## src/rtl/mem_bus_arbiter.sv

```systemverilog
// rtl/mem_bus_arbiter.sv - fixed-priority merge of fetch and data ports onto one single-beat memory bus
// One transaction outstanding; the data port wins whenever both request in IDLE.
module mem_bus_arbiter #(
    parameter int ADDR_W  = 64,
    parameter int DATA_W  = 64,
    parameter int IDATA_W = 32
) (
    input  logic               clk,
    input  logic               rst,
    input  logic               i_valid,
    input  logic [ADDR_W-1:0]  i_addr,
    output logic               i_addr_ok,
    output logic               i_data_ok,
    output logic [IDATA_W-1:0] i_data,
    input  logic               d_valid,
    input  logic [ADDR_W-1:0]  d_addr,
    input  logic [2:0]         d_size,
    input  logic [7:0]         d_strobe,
    input  logic [DATA_W-1:0]  d_wdata,
    output logic               d_addr_ok,
    output logic               d_data_ok,
    output logic [DATA_W-1:0]  d_rdata,
    output logic               m_valid,
    output logic               m_is_write,
    output logic [2:0]         m_size,
    output logic [ADDR_W-1:0]  m_addr,
    output logic [7:0]         m_strobe,
    output logic [DATA_W-1:0]  m_wdata,
    input  logic               m_ready,
    input  logic               m_last,
    input  logic [DATA_W-1:0]  m_rdata
);

    typedef enum logic [2:0] {
        IDLE   = 3'd0,
        D_REQ  = 3'd1,
        I_REQ  = 3'd2,
        D_RESP = 3'd3,
        I_RESP = 3'd4
    } state_t;

    state_t state;

    // The m_* outputs double as the request registers, so they stay frozen
    // for the whole transaction regardless of what the ports do meanwhile.
    always_ff @(posedge clk or negedge rst) begin
        if (!rst) begin
            state      <= IDLE;
            m_valid    <= 1'b0;
            m_is_write <= 1'b0;
            m_size     <= '0;
            m_addr     <= '0;
            m_strobe   <= '0;
            m_wdata    <= '0;
            i_addr_ok  <= 1'b0;
            i_data_ok  <= 1'b0;
            i_data     <= '0;
            d_addr_ok  <= 1'b0;
            d_data_ok  <= 1'b0;
            d_rdata    <= '0;
        end else begin
            case (state)
                IDLE: begin
                    if (d_valid) begin
                        m_valid    <= 1'b1;
                        m_addr     <= d_addr;
                        m_size     <= d_size;
                        m_strobe   <= d_strobe;
                        m_wdata    <= d_wdata;
                        m_is_write <= |d_strobe;
                        state      <= D_REQ;
                    end else if (i_valid) begin
                        m_valid    <= 1'b1;
                        m_addr     <= i_addr;
                        m_size     <= 3'd2;
                        m_strobe   <= '0;
                        m_wdata    <= '0;
                        m_is_write <= 1'b0;
                        state      <= I_REQ;
                    end
                end
                // Beats without m_last are dropped; this bus never issues bursts.
                D_REQ: begin
                    if (m_ready && m_last) begin
                        m_valid   <= 1'b0;
                        d_rdata   <= m_rdata;
                        d_addr_ok <= 1'b1;
                        d_data_ok <= 1'b1;
                        state     <= D_RESP;
                    end
                end
                I_REQ: begin
                    if (m_ready && m_last) begin
                        m_valid   <= 1'b0;
                        i_data    <= m_addr[2] ? m_rdata[2*IDATA_W-1:IDATA_W]
                                               : m_rdata[IDATA_W-1:0];
                        i_addr_ok <= 1'b1;
                        i_data_ok <= 1'b1;
                        state     <= I_RESP;
                    end
                end
                // Response cycle keeps a still-high valid from being re-issued.
                D_RESP: begin
                    d_addr_ok <= 1'b0;
                    d_data_ok <= 1'b0;
                    state     <= IDLE;
                end
                I_RESP: begin
                    i_addr_ok <= 1'b0;
                    i_data_ok <= 1'b0;
                    state     <= IDLE;
                end
                default: state <= IDLE;
            endcase
        end
    end

endmodule

```

## config.mk

```make
export PLATFORM = sky130hd
export DESIGN_NAME = mem_bus_arbiter
export DESIGN_NICKNAME = d
export VERILOG_FILES = /design/src/rtl/mem_bus_arbiter.sv
export SDC_FILE = /design/constraint.sdc
export NUM_CORES = 1
export LEC_CHECK = 0
export ABC_AREA = 1
export CAP_MARGIN = 20
export CORE_AREA = 8 8 193 195
export CTS_CLUSTER_SIZE = 28
export DETAILED_ROUTE_END_ITERATION = 8
export DIE_AREA = 0 0 201 203
export HOLD_SLACK_MARGIN = 0.08
export PLACE_DENSITY = 0.68
export SLEW_MARGIN = 30
export SYNTH_ARGS = -nofsm -noshare
export SYNTH_HDL_FRONTEND = slang
export SYNTH_SLANG_ARGS = --single-unit
```

## constraint.sdc

```tcl
create_clock -name clk -period 2.7 [get_ports clk]
set_input_delay 0.27 -clock clk [delete_from_list [all_inputs] [get_ports clk]]
set_output_delay 0.27 -clock clk [all_outputs]
set_load 0.01 [all_outputs]
```

# Word-level counts from Yosys, hierarchy flattened
# Cells that the tools add are included.
[classes]
eq_ne = 8
muxes = 22
n_reduce_logical = 15
[op_table]
columns = ["cell", "n"]
rows = [
  ["$mux 64", 4],
  ["$mux 32", 1],
  ["$mux 8", 2],
  ["$mux 3", 5],
  ["$reduce_and 2->1", 5],
  ["$pmux 3 s3", 1],
  ["$reduce_bool 2->1", 4],
  ["$reduce_or 8->1", 1],
  ["$eq 3x2->1 const B", 2],
  ["$mux 1", 6],
  ["$pmux 1 s2", 3],
  ["$reduce_and 3->1", 2],
  ["$ne 2x2->1 const B", 2],
  ["$eq 3x1->1 const B", 1],
  ["$eq 3x3->1 const B", 1],
  ["$logic_not 3->1", 1],
  ["$ne 3x3->1 const B", 1],
  ["$ne 2x1->1 const B", 1],
  ["$reduce_or 2->1", 1],
  ["$logic_and 1x1->1", 1],
]
[word_totals]
reg_bits = 242
out_inout_bits = 241

# Logic depth before layout (Yosys ltp)
[depth]
depth_word = 4
ltp_mapped = 8

# Worst setup path before layout
# OpenSTA, ideal clock, no wires.
[synth_path]
path_kind = "reg-to-reg"
start = "register state[0]"
end = "register m_addr[62]"
setup_time_ps = 124
arrival_time_ps = 1286
slack_ps = 1290
path_stages_with_launch = 9
path_cell_list = "dfrtp_1 -> nor2_2 -> nand2_1 -> a21oi_2 -> inv_2 -> buf_2 -> buf_2 -> nand2_1 -> nand2_1"
[synth_between]
elab_chain_len = 2
[synth_lines]
columns = ["element", "line", "text"]
rows = [
  ["from (decl)", "42", "state_t state;"],
  ["from (signal assigned)", "48", "state <= IDLE;"],
  ["from (signal assigned)", "71", "state <= D_REQ;"],
  ["from (signal assigned)", "79", "state <= I_REQ;"],
  ["$logic_not 3->1", "62", "case (state)"],
  ["$reduce_and 2->1 (no line)", "--", ""],
  ["to (signal assigned)", "66", "m_addr <= d_addr;"],
  ["to (signal assigned)", "74", "m_addr <= i_addr;"],
  ["to (decl)", "26", "output logic [ADDR_W-1:0] m_addr,"],
]
# No other way between the ends.
# A chain may end at the register's enable or synchronous reset.

# Worst setup path in the final report
[layout_path]
start = "register m_addr[2]"
end = "output port m_addr[2]"
# No word-level cell between the ends.

==> flow_summary.json <==
{
  "status": "finished clean",
  "dp.cells": 2070,
  "cts_tree": "done",
  "min_from": "d_valid",
  "die_h_um": 203,
  "cts_buffers": 27,
  "start_util_pct": 29.75,
  "synth_top_cell_area_share_pct": 59.66,
  "fin_crit_sh_pct": 75.40,
  "worstPathArrival_ns": 1.77,
  "via_count": 9568,
  "max_slew_margin_pct": 51.97,
  "r2r-start": "state[0]$_DFFE_PN0P_",
  "hold_class": "in -> reg",
  "yosysTopAreaCell": "dfrtp_1",
  "critPathTopFamily": "buffers and inverters",
  "rrSetupSlack_ns": 0.87,
  "hold_violations": 0,
  "area_delta_synth_final_pct": 63.29,
  "synth_cells": 1158,
  "gp_congestion": 0.8466,
  "numClockSinks": 242,
  "hold-path-cell-count": 4,
  "setup_ws_ns": 0.6642,
  "reg2reg_to": "m_wdata[16]$_DFFE_PN0P_",
  "htree_levels": 1,
  "drt_iter0_markers": 472,
  "clockBufferDepth": 3,
  "ant_nets": 0,
  "synth-async-reset-ratio_pct": 100.0,
  "first_pass_iters": 5,
  "reg2reg_depth": 6,
  "pin_count": 514,
  "grt_pass1_wl_mm": 59.11,
  "placed_area_um2": 15730,
  "clock_latency_ns": 0.53,
  "finalMaxSlewViolations": 0,
  "worstMarginPinSlew_ns": 0.7204,
  "syn-num-nets": 1431,
  "worstPathCellList": "clkdlybuf4s50_1",
  "synth_edf_count": 0,
  "antenna_found_initial": 2,
  "clock.fmax_mhz": 491.2,
  "syn_area_per_cell_um2": 8.765,
  "ys.flop_type": "dfrtp_1",
  "fin_crit_ns": 2.036,
  "dp_slack_ns": 0.8027,
  "cts_resized": 0,
  "synth_commonest_cells": "nand2_1, dfrtp_1, o21ai_0, inv_1, o211ai_1",
  "ys_types": 19,
  "syn_area_um2": 10150,
  "ys_ff_latch": 242,
  "ys_warn_count": 0,
  "path_class": "reg -> out",
  "drive_gt1_share_pct": 7.341,
  "critPathCaptureType": "output port",
  "leakage_nw": 7.744,
  "die_area_um2": 40800,
  "max_cap_viol_count": 0,
  "critPathMaxStageDelay_ns": 0.65,
  "whs_ns": 0.2284,
  "fp.coreArea_um2": 34120,
  "hpwl_mm": 29.08,
  "first_global_vias": 9946,
  "routedWlPerCell_um": 18.05,
  "fin_cells": 2117,
  "fin_area_um2": 16570,
  "netlist_top_cells_area": "dfrtp_1, nand2_1, o21ai_0, o211ai_1, or2_2",
  "ys_seq_area_share_pct": 59.66,
  "synth_most_common_cell": "nand2_1",
  "setup_violations": 0,
  "clk_pin_slew_ns": 0.06,
  "tns_ns": 0,
  "vdd_drop_max_v": 0.0005879,
  "wirelength_mm": 38.22,
  "start_kind": "register",
  "cp-startpoint": "m_addr[2]$_DFFE_PN0P_",
  "crit_slowest_cell": "clkdlybuf4s50_1",
  "vias_per_cell": 4.520,
  "drc": 0,
  "min_to": "m_size[1]$_DFFE_PN0P_",
  "row_count": 68,
  "grtUsageTotal_pct": 17.98,
  "cts-root-buf": "clkbuf_16",
  "num-nets-final": 1918,
  "antennaDiodeCount": 0,
  "io_buffers": 513,
  "skew_ns": 0.01511,
  "overflow": 0,
  "power_density_nw_per_um2": 1077,
  "grt_max_degree": 142,
  "worst-path-buf-inv": 1,
  "rsz0062_at_grt": "no",
  "cp_max_fo": 22,
  "worstPathRequired_ns": 2.43,
  "fp.dieW_um": 201
}
==> power breakdown <==
part / leakage (nW) / total (mW) / switching, mW / internal, mW
Combinational: 4.30 / 8.06 / 3.92 / 4.14
Sequential: 3.02 / 6.30 / 1.00 / 5.30
Clock: 0.419 / 3.49 / 1.48 / 2.01
Total: 7.74 / 17.9 / 6.40 / 11.5
==> per-layer routing <==
layer | part of all wire [%] | GRT usage [%] | vias up
met5 | 0.071 | 0 | -
met4 | 1.6 | 3.679 | 4
met1 | 40 | 21.69 | 4534
li1 | - | - | 4624
met3 | 9.4 | 6.535 | 46
met2 | 49 | 30.53 | 360
==> layout by cell type, fill, tap and decap left out, types with 2 or more instances in the layout <==
cell type / synthesis / final
clkdlybuf4s50_1: 0 / 511
nand2_1: 487 / 487
dfrtp_1: 242 / 241
o21ai_0: 132 / 132
inv_1: 74 / 73
o211ai_1: 64 / 64
or2_2: 53 / 53
clkbuf_16: 0 / 27
buf_4: 8 / 12
or2_0: 11 / 11
clkbuf_8: 0 / 7
clkinv_2: 0 / 6
o21ai_1: 5 / 5
nand3_1: 5 / 5
buf_12: 0 / 5
nor2_1: 4 / 4
clkbuf_1: 38 / 3
nand4_1: 2 / 2
inv_2: 2 / 2
==> flip-flops by register name, summed over array words and instances, names as in the netlist <==
name,cells
m_addr,64
i_data,32
m_is_write,1
m_size,3
d_data_ok,1
state,3
m_valid,1
d_rdata,64
m_wdata,64
i_data_ok,1
m_strobe,8
==> worst max-delay path by stage <==
stage	to	cells past startpoint
3_3_place_gp	i_data[26]$_DFFE_PN0P_	6
4_1_cts	m_addr[2]	1
5_1_grt	m_addr[2]	1
2_1_floorplan	m_addr[62]$_DFFE_PN0P_	8
6_report	m_addr[2]	1
3_5_place_dp	i_data[26]$_DFFE_PN0P_	7
==> stage by stage <==
stage | power (mW) | utilization [%]
2_1_floorplan | 9.543 | -
3_5_place_dp | 14.50 | 46.09
5_1_grt | 19.10 | 48.58
4_1_cts | 18.13 | 48.58
6_report | 17.86 | 48.58
3_3_place_gp | 14.38 | 46.09
==> timing repair <==
action	4_1_cts	5_1_grt
hold buffers	1	0
endpoints found under the setup margin	0	0
hold endpoints to repair	71	0
setup buffers	0	0
==> cell type report <==
| class | count | area (µm²) |
|---|---|---|
| fill | 3141 | 17540 |
| timing repair buffer | 531 | 5335 |
| tap | 455 | 569.3 |
| sequential | 242 | 6057 |
| clock buffer | 37 | 783.3 |
| clock inverter | 9 | 55.05 |
| inverter | 76 | 287.8 |
| multi-input combinational | 767 | 3486 |
==> logic make-up after synthesis <==
group,count (synthesis),share of synthesized area (%)
AO/OA/AOI/OAI,203,11.62
buffers and inverters,149,6.115
flip-flops,242,59.66
AND/OR/NAND/NOR,564,22.60
No activity file was read; power rests on OpenSTA's default activity.
